### config.mk
export PLATFORM = sky130hd
export DESIGN_NAME = serial_logicunit_flat
export DESIGN_NICKNAME = d
export VERILOG_FILES = /design/src/rtl/serial_logicunit_if.sv /design/src/rtl/serial_logicunit.sv /design/src/flat_wrapper.sv
export SDC_FILE = /design/constraint.sdc
export NUM_CORES = 1
export LEC_CHECK = 0
export ABC_CLOCK_PERIOD_IN_PS = 3700
export BUFFER_PORTS_ARGS = -buffer_cell sky130_fd_sc_hd__buf_2
export CORE_MARGIN = 4
export CORE_UTILIZATION = 55
export CTS_BUF_LIST = sky130_fd_sc_hd__clkbuf_4
export CTS_CLUSTER_SIZE = 24
export DETAILED_ROUTE_END_ITERATION = 10
export PLACE_DENSITY = 0.78
export REMOVE_ABC_BUFFERS = 1
export SLEW_MARGIN = 25
export SYNTH_ARGS = -nofsm -noshare
export SYNTH_HDL_FRONTEND = slang
export SYNTH_SLANG_ARGS = --single-unit
### constraint.sdc
create_clock -name clock -period 3.7 [get_ports clock]
set_clock_uncertainty 0.1 [all_clocks]
set_input_delay 0.37 -clock clock [delete_from_list [all_inputs] [get_ports clock]]
set_output_delay 0.37 -clock clock [all_outputs]
set_load 0.01 [all_outputs]
### src/rtl/serial_logicunit_if.sv
// serial_logicunit_if: operand/result bundle between an operand source and
// serial_logicunit.
//   master : drives start, A, B, control; observes busy, done, out (, zero)
//   slave  : the engine side (serial_logicunit)
// Optional signal `zero` exists only when SERIAL_LOGICUNIT_ZERO_EN is defined.
interface serial_logicunit_if #(
   parameter int unsigned WIDTH = 32
);
   logic             start;
   logic [WIDTH-1:0] A;
   logic [WIDTH-1:0] B;
   logic [1:0]       control;
   logic             busy;
   logic             done;
   logic [WIDTH-1:0] out;
`ifdef SERIAL_LOGICUNIT_ZERO_EN
   logic             zero;
`endif

`ifdef SERIAL_LOGICUNIT_ZERO_EN
   modport master (output start, A, B, control, input busy, done, out, zero);
   modport slave  (input start, A, B, control, output busy, done, out, zero);
`else
   modport master (output start, A, B, control, input busy, done, out);
   modport slave  (input start, A, B, control, output busy, done, out);
`endif
endinterface

### src/rtl/serial_logicunit.sv
// serial_logicunit: bit-serial WIDTH-bit logic engine driving a single 1-bit
// logicunit. Operands are latched on an accepted start, fed LSB-first one bit
// per clock, and the result bits are shifted into `out` from the top. A
// one-cycle `done` pulse marks completion; a start in that cycle is accepted
// back-to-back.
//   clock  : rising-edge clock
//   reset  : synchronous, active-high reset
//   bus    : serial_logicunit_if.slave (start, A, B, control -> busy, done, out)
// Optional feature macro: SERIAL_LOGICUNIT_ZERO_EN adds registered `zero`
// (out == 0 at completion, 0 while an operation runs, 1 after reset).

// 1-bit logic cell: 0=AND, 1=OR, 2=NOR, 3=XOR.
module logicunit (
   input  logic       a,
   input  logic       b,
   input  logic [1:0] control,
   output logic       result
);
   always_comb begin
      result = 1'b0;
      case (control)
         2'd0:    result = a & b;
         2'd1:    result = a | b;
         2'd2:    result = ~(a | b);
         default: result = a ^ b;
      endcase
   end
endmodule

module serial_logicunit #(
   parameter int unsigned WIDTH = 32
) (
   input  logic               clock,
   input  logic               reset,
   serial_logicunit_if.slave  bus
);
   localparam int unsigned CNT_W = $clog2(WIDTH) + 1;

   typedef enum logic [1:0] {
      IDLE = 2'd0,
      RUN  = 2'd1,
      DONE = 2'd2
   } state_e;

   state_e             state_q, state_d;
   logic [WIDTH-1:0]   a_sh_q, a_sh_d;
   logic [WIDTH-1:0]   b_sh_q, b_sh_d;
   logic [1:0]         op_q, op_d;
   logic [CNT_W-1:0]   cnt_q, cnt_d;
   logic [WIDTH-1:0]   out_q, out_d;
   logic               busy_q, busy_d;
   logic               done_q, done_d;
   logic               zero_q, zero_d;
   logic               lu_out_c;

   // Single shared bit cell, fed from the low end of the operand shifters.
   logicunit u_lu (
      .a       (a_sh_q[0]),
      .b       (b_sh_q[0]),
      .control (op_q),
      .result  (lu_out_c)
   );

   // State and datapath registers.
   always_ff @(posedge clock) begin
      if (reset) begin
         state_q <= IDLE;
         a_sh_q  <= '0;
         b_sh_q  <= '0;
         op_q    <= 2'd0;
         cnt_q   <= '0;
         out_q   <= '0;
         busy_q  <= 1'b0;
         done_q  <= 1'b0;
         zero_q  <= 1'b1;
      end else begin
         state_q <= state_d;
         a_sh_q  <= a_sh_d;
         b_sh_q  <= b_sh_d;
         op_q    <= op_d;
         cnt_q   <= cnt_d;
         out_q   <= out_d;
         busy_q  <= busy_d;
         done_q  <= done_d;
         zero_q  <= zero_d;
      end
   end

   // Next-state and datapath update.
   always_comb begin
      state_d = state_q;
      a_sh_d  = a_sh_q;
      b_sh_d  = b_sh_q;
      op_d    = op_q;
      cnt_d   = cnt_q;
      out_d   = out_q;
      busy_d  = busy_q;
      done_d  = 1'b0;
      zero_d  = zero_q;

      case (state_q)
         RUN: begin
            out_d  = {lu_out_c, out_q[WIDTH-1:1]};
            a_sh_d = a_sh_q >> 1;
            b_sh_d = b_sh_q >> 1;
            cnt_d  = cnt_q + CNT_W'(1);
            // Counter holds the index of the bit being shifted this edge.
            if (cnt_q == CNT_W'(WIDTH - 1)) begin
               state_d = DONE;
               busy_d  = 1'b0;
               done_d  = 1'b1;
               zero_d  = (out_d == '0);
            end
         end
         DONE: begin
            state_d = IDLE;
         end
         default: begin
            state_d = IDLE;
         end
      endcase

      // Start is honoured in IDLE and, for back-to-back use, in DONE.
      if (bus.start && (state_q != RUN)) begin
         state_d = RUN;
         a_sh_d  = bus.A;
         b_sh_d  = bus.B;
         op_d    = bus.control;
         cnt_d   = '0;
         out_d   = '0;
         busy_d  = 1'b1;
         done_d  = 1'b0;
         zero_d  = 1'b0;
      end
   end

   assign bus.busy = busy_q;
   assign bus.done = done_q;
   assign bus.out  = out_q;

`ifdef SERIAL_LOGICUNIT_ZERO_EN
   assign bus.zero = zero_q;
`else
   // Zero flag tracking is kept internal only; it has no port in this build.
   logic unused_zero;
   assign unused_zero = zero_q;
`endif
endmodule

### src/flat_wrapper.sv
// flat-port wrapper written by rule: the top's interface ports become plain ports
module serial_logicunit_flat 
#(
   parameter int unsigned WIDTH = 32
)
  (clock, reset, bus_start, bus_A, bus_B, bus_control, bus_busy, bus_done, bus_out);
  serial_logicunit_if #(.WIDTH(WIDTH)) bus_i ();
  input  logic clock;
  input  logic reset;
  input wire logic [$bits(bus_i.start)-1:0] bus_start;
  input wire logic [$bits(bus_i.A)-1:0] bus_A;
  input wire logic [$bits(bus_i.B)-1:0] bus_B;
  input wire logic [$bits(bus_i.control)-1:0] bus_control;
  output wire logic [$bits(bus_i.busy)-1:0] bus_busy;
  output wire logic [$bits(bus_i.done)-1:0] bus_done;
  output wire logic [$bits(bus_i.out)-1:0] bus_out;
  assign bus_i.start = bus_start;
  assign bus_i.A = bus_A;
  assign bus_i.B = bus_B;
  assign bus_i.control = bus_control;
  assign bus_busy = bus_i.busy;
  assign bus_done = bus_i.done;
  assign bus_out = bus_i.out;
  serial_logicunit #(.WIDTH(WIDTH)) u_core (.clock(clock), .reset(reset), .bus(bus_i));
endmodule
## Word-level counts from Yosys, hierarchy flattened

Cells that the tools add are included.

- Eq/ne operators: 6
- Add/subtract/negate cells: 1
- Reduce and logical (&&, ||, !) cells: 7
- Bitwise operators: 5
- Multiplexer cells: 12

Operator list:

| cell | count |
|---|---|
| 2-to-1 mux 32 bit | 4 |
| 2-to-1 mux 1 bit | 7 |
| adder 6 x 1 -> 6 bit (second input constant) | 1 |
| == test 6 x 5 -> 1 bit (second input constant) | 1 |
| == test 2 x 1 -> 1 bit (second input constant) | 2 |
| nonzero test 2 bit | 2 |
| inequality test 3 x 1 -> 1 bit (second input constant) | 1 |
| one-hot mux 1 bit (3 select lines) | 1 |
| OR reduction 3 bit | 1 |
| == test 2 bit (second input constant) | 1 |
| zero test 2 bit | 1 |
| inequality test 2 x 1 -> 1 bit (second input constant) | 1 |
| inverter 1 bit | 2 |
| AND reduction 2 bit | 1 |
| OR reduction 2 bit | 1 |
| bitwise AND 1 bit | 1 |
| logical AND 1 bit | 1 |
| OR 1 bit | 1 |
| XOR 1 bit | 1 |

- Flip-flop bits (word level): 108
- Output and inout port bits: 34
- Input bits: 69
- Word-level logic and storage cells: 40

## Logic depth before layout (Yosys ltp)

- Depth after elaboration: 4
- Mapped depth: 6
- Depth with buffers taken out: 5

## Cells and area by module

From an unflattened synthesis, not the netlist that was laid out.

- Cell total of the unflattened synthesis: 483
- Area, all modules: 4456.8 µm²

Modules (own cells, without submodules):

| module | times used | area an instance (µm²) | seq. area each (µm²) | cells each |
|---|---|---|---|---|
| serial_logicunit | 1 | 4395.5 | 2162.1 | 474 |
| logicunit | 1 | 61.3 | 0.0 | 9 |

## Worst setup path before layout

No wires, ideal clock.

- Kind: input to register
- Start point: input bus_start
- End point: register u_core.b_sh_q[17]
- Buffers on the path: 3
- Data required time: 3.462 ns
- Data arrival time: 1.102 ns
- Library setup time: 0.138 ns
- Slack: 2.360 ns
- Cell stages on the path: 5
- Cells stage by stage: buf_2 -> buf_6 -> buf_4 -> mux2i_1 -> a211oi_1

- Longest elaborated chain between the ends: 2
- Elaborated cells between the ends (all ways): 3
- Classes of those cells: 1 x mux; 2 x reduce/logical

Ends and longest elaborated chain:

| element | line | text |
|---|---|---|
| start, declared | flat_wrapper.sv:10 | `input wire logic [$bits(bus_i.start)-1:0] bus_start;` |
| logical AND 1 bit (*) | serial_logicunit.sv:124 | `if (bus.start && (state_q != RUN)) begin` |
| 2-to-1 mux 32 bit / nonzero test 2 bit (equally long branches) | -- |  |
| end signal, assigned | serial_logicunit.sv:79 | `b_sh_q <= b_sh_d;` |
| end, declared | serial_logicunit.sv:47 | `logic [WIDTH-1:0] b_sh_q, b_sh_d;` |

Every way passes the cells marked *; elsewhere a longest branch is shown, timed or not.
A chain may end at the register's enable or synchronous reset.

## Worst setup path in the final report

- Start point: register u_core.state_q[1]
- End point: register u_core.a_sh_q[23]

- Longest elaborated chain between the ends: 3
- Elaborated cells between the ends (all ways): 5
- Classes of those cells: 2 x eq/ne; 1 x mux; 2 x reduce/logical

Ends and longest elaborated chain:

| element | line | text |
|---|---|---|
| start, declared | serial_logicunit.sv:45 | `state_e state_q, state_d;` |
| start signal, assigned | serial_logicunit.sv:77 | `state_q <= state_d;` |
| inequality test 2 x 1 -> 1 bit | serial_logicunit.sv:124 |  |
| logical AND 1 bit | serial_logicunit.sv:124 |  |
| 2-to-1 mux 32 bit / nonzero test 2 bit (equally long branches) | -- |  |
| end signal, assigned | serial_logicunit.sv:78 | `a_sh_q <= a_sh_d;` |
| end, declared | serial_logicunit.sv:46 | `logic [WIDTH-1:0] a_sh_q, a_sh_d;` |

Parallel ways exist; a longest one is shown, timed or not.

==> results.py <==
metrics = {
    "run_status": {
        "status": "finished, final reports clean",
    },
    "placed_design": {
        "hpwl_um": 6120,
        "gp_congestion": 0.796,
        "placedCellCount": 650,
        "placed_cell_area_um2": 4900,
        "io_buffers": 102,
    },
    "grt": {
        "antenna_found_initial": 0,
        "grt_max_degree": 71,
        "grt_pass1_wl_um": 15400,
        "track_usage_pct": 19.1,
        "first_global_vias": 3296,
        "grt_overflow": 0,
    },
    "die": {
        "ioPinCount": 103,
        "die_area_um2": 9540,
        "core_um2": 7770,
        "die_x_um": 97.7,
        "rows": 32,
        "initial_core_util_pct": 56.9,
        "die_y_um": 97.7,
    },
    "layout": {
        "final_nets": 631,
        "final_common_cell": "dfxtp_1",
        "final_cell_mix": "108 x dfxtp_1, 101 x buf_2, 66 x nand2_1",
        "antennaDiodeCount": 0,
        "area_delta_synth_final_pct": 14.1,
        "layout.cells.non_filler": 666,
        "drive_above_1_share_pct": 22.7,
        "design_area_um2": 5040,
    },
    "sta": {
        "period_share_pct": 56.8,
        "slew_violations": 0,
        "slew_headroom_pct": 49.1,
        "fin_tns_setup_ns": 0,
        "min_period_ns": 2.10,
        "rsz0062_at_grt": "false",
        "whs_ns": 0.0477,
        "final-setup-viol-count": 0,
        "hold_viol": 0,
        "tightest_slew_ns": 0.764,
        "max_freq_ghz": 0.476,
    },
    "setup_path": {
        "endpoint_kind": "register",
        "cp_cell_sequence": "nand2b_4 -> buf_4 -> nor2_1 -> a211oi_1",
        "critPathSlowestCell": "nand2b_4",
        "crit_family": "simple AND/OR/NAND/NOR gates",
        "critPathLaunchType": "register",
        "required_ns": 3.96,
        "cp_max_fo": 68,
        "cp_num_buf_inv": 1,
        "timing.rr.start": "u_core.state_q[1]$_SDFFE_PP0P_",
        "crit_start": "u_core.state_q[1]$_SDFFE_PP0P_",
        "arrival_ns": 2.36,
        "crit_type": "register to register",
        "max_stage_delay_ns": 0.58,
    },
    "cts": {
        "cts_buffer_depth": 2,
        "h-tree-depth": 3,
        "post-cts-setup-buffers": 0,
        "hold_buffers": 0,
        "clock-sinks": 108,
        "cts_root_buf": "clkbuf_4",
        "cts.repair.resized": 0,
        "clk_pin_slew_ns": 0.17,
        "clkLatencyLatePin_ns": 0.45,
        "cts_made_buffers": 9,
        "cts_tree": "done",
    },
    "flow_run": {
        "maxCapViolations": 0,
    },
    "synthesis": {
        "ys_seq_elements": 108,
        "syn_inst": 483,
        "yosysTopAreaCell": "dfxtp_1",
        "yosys-top-cells-area": "dfxtp_1 49%, mux2i_1 15%, a211oi_1 11%, nand2_1 5.6%, nor2_1 5.5%",
        "postSynthAreaPerCell_um2": 9.15,
        "synth_cell_type_count": 28,
        "yosysWarnings": 0,
        "yosysTopAreaCellShare_pct": 48.9,
        "synth-seq-area-share_pct": 48.9,
        "synth.cell_area_um2": 4420,
    },
    "drt": {
        "drt_first_iter_violations": 137,
        "vias": 3567,
        "vias_per_cell": 5.36,
        "drtPass1Iterations": 5,
        "drc_errors": 0,
        "wl_per_cell_um": 13.7,
        "ant_nets": 0,
        "drt-total-wl_um": 9100,
    },
    "power_and_ir_drop": {
        "power.density_nw_per_um2": 419,
        "p_total_mw": 2.11,
        "ir_drop_v": 0.000233,
        "power.leakage_nw": 2.20,
    },
    "worst_hold_path": {
        "hold_path_startpoint": "bus_control[0]",
        "worst_hold_path_type": "input pin to register",
    },
}
stage by stage:
stage | worst slack (ns) | utilization, %
after global placement | 1.63 | 63.1
after floorplan | -0.893 | -
final | 1.60 | 64.9
after CTS | 1.60 | 64.9
after detailed placement | 1.62 | 63.1
after global routing | 1.41 | 64.9
flip-flops by register name, indices dropped and copies added, names as in the netlist:
register and count:
u_core.bus.done 1, u_core.b_sh_q 32, u_core.cnt_q 6, u_core.state_q 2, u_core.bus.busy 1, u_core.a_sh_q 32, u_core.bus.out 32, u_core.op_q 2
worst min-delay path: cells and delay by family:
kind,cells,cell delay [ns]
buffers and inverters,1,0.10
AOI/OAI and AO/OA,1,0.05
and+or+nand+nor,1,0.05
final timing paths:
kind         cells past startpoint  slack (ns)                        endpoint
max reg2reg                      4        1.60  u_core.a_sh_q[23]$_SDFFE_PP0P_
min                              3        0.05     u_core.op_q[0]$_SDFFE_PP0N_
min reg2reg                      2        0.37  u_core.bus.out[0]$_SDFFE_PP0N_
max                              4        1.60  u_core.a_sh_q[23]$_SDFFE_PP0P_
area by class of cell:
type / instances / area [um2]
fillers: 691 / 2720
inverters: 4 / 15.0
multi-input cells: 328 / 2040
well taps: 102 / 128
clock inverters: 7 / 73.8
flip-flops and latches: 108 / 2160
clock buffers: 9 / 67.6
repair buffers: 108 / 558
report_power, final:
part | internal, mW | total (mW) | switching, mW | leakage, nW
sequential | 1.23 | 1.27 | 0.0365 | 0.887
combinational | 0.113 | 0.257 | 0.144 | 1.24
clock | 0.210 | 0.592 | 0.381 | 0.0767
kinds of logic (layout without fill, tap and decap cells):
| kind of cell | count (synthesis) | count (layout) | share of synthesized area, % |
|---|---|---|---|
| adders and majority gates | 3 | 3 | 0.849 |
| muxes | 65 | 65 | 14.7 |
| and+or+nand+nor | 150 | 150 | 13.9 |
| buffers and inverters | 47 | 128 | 5.21 |
| AOI/OAI and AO/OA | 108 | 108 | 16.0 |
| xor gates and xnor gates | 2 | 2 | 0.396 |
| DFF | 108 | 108 | 48.9 |
per-layer routing:
layer / track usage [%] / wire [um] / vias to the layer above / part of all wire [%]
met5: 0 / 0 / - / 0
met4: 5.75 / 104 / 0 / 1.1
met3: 4.74 / 535 / 12 / 5.9
met1: 26.7 / 4410 / 1620 / 48
li1: - / - / 1837 / -
met2: 29.0 / 4050 / 98 / 44
cells in the mapped netlist:
cell / instances
ha_1: 3
or4_1: 2
buf_6: 2
nand2b_1: 1
nor2_1: 65
or3_1: 1
nand3_1: 3
nor4_1: 1
dfxtp_1: 108
mux2i_1: 65
clkbuf_1: 16
buf_4: 3
buf_2: 22
inv_1: 4
nand3b_1: 1
o21ai_0: 3
or2_2: 1
nand4_1: 1
and3_1: 1
nor2b_1: 3
xnor2_1: 2
a21o_1: 1
a21oi_1: 38
o31ai_1: 2
nor3_1: 3
nand2_1: 66
nor4b_2: 1
a211oi_1: 64
(Power assumes the default switching activity.)
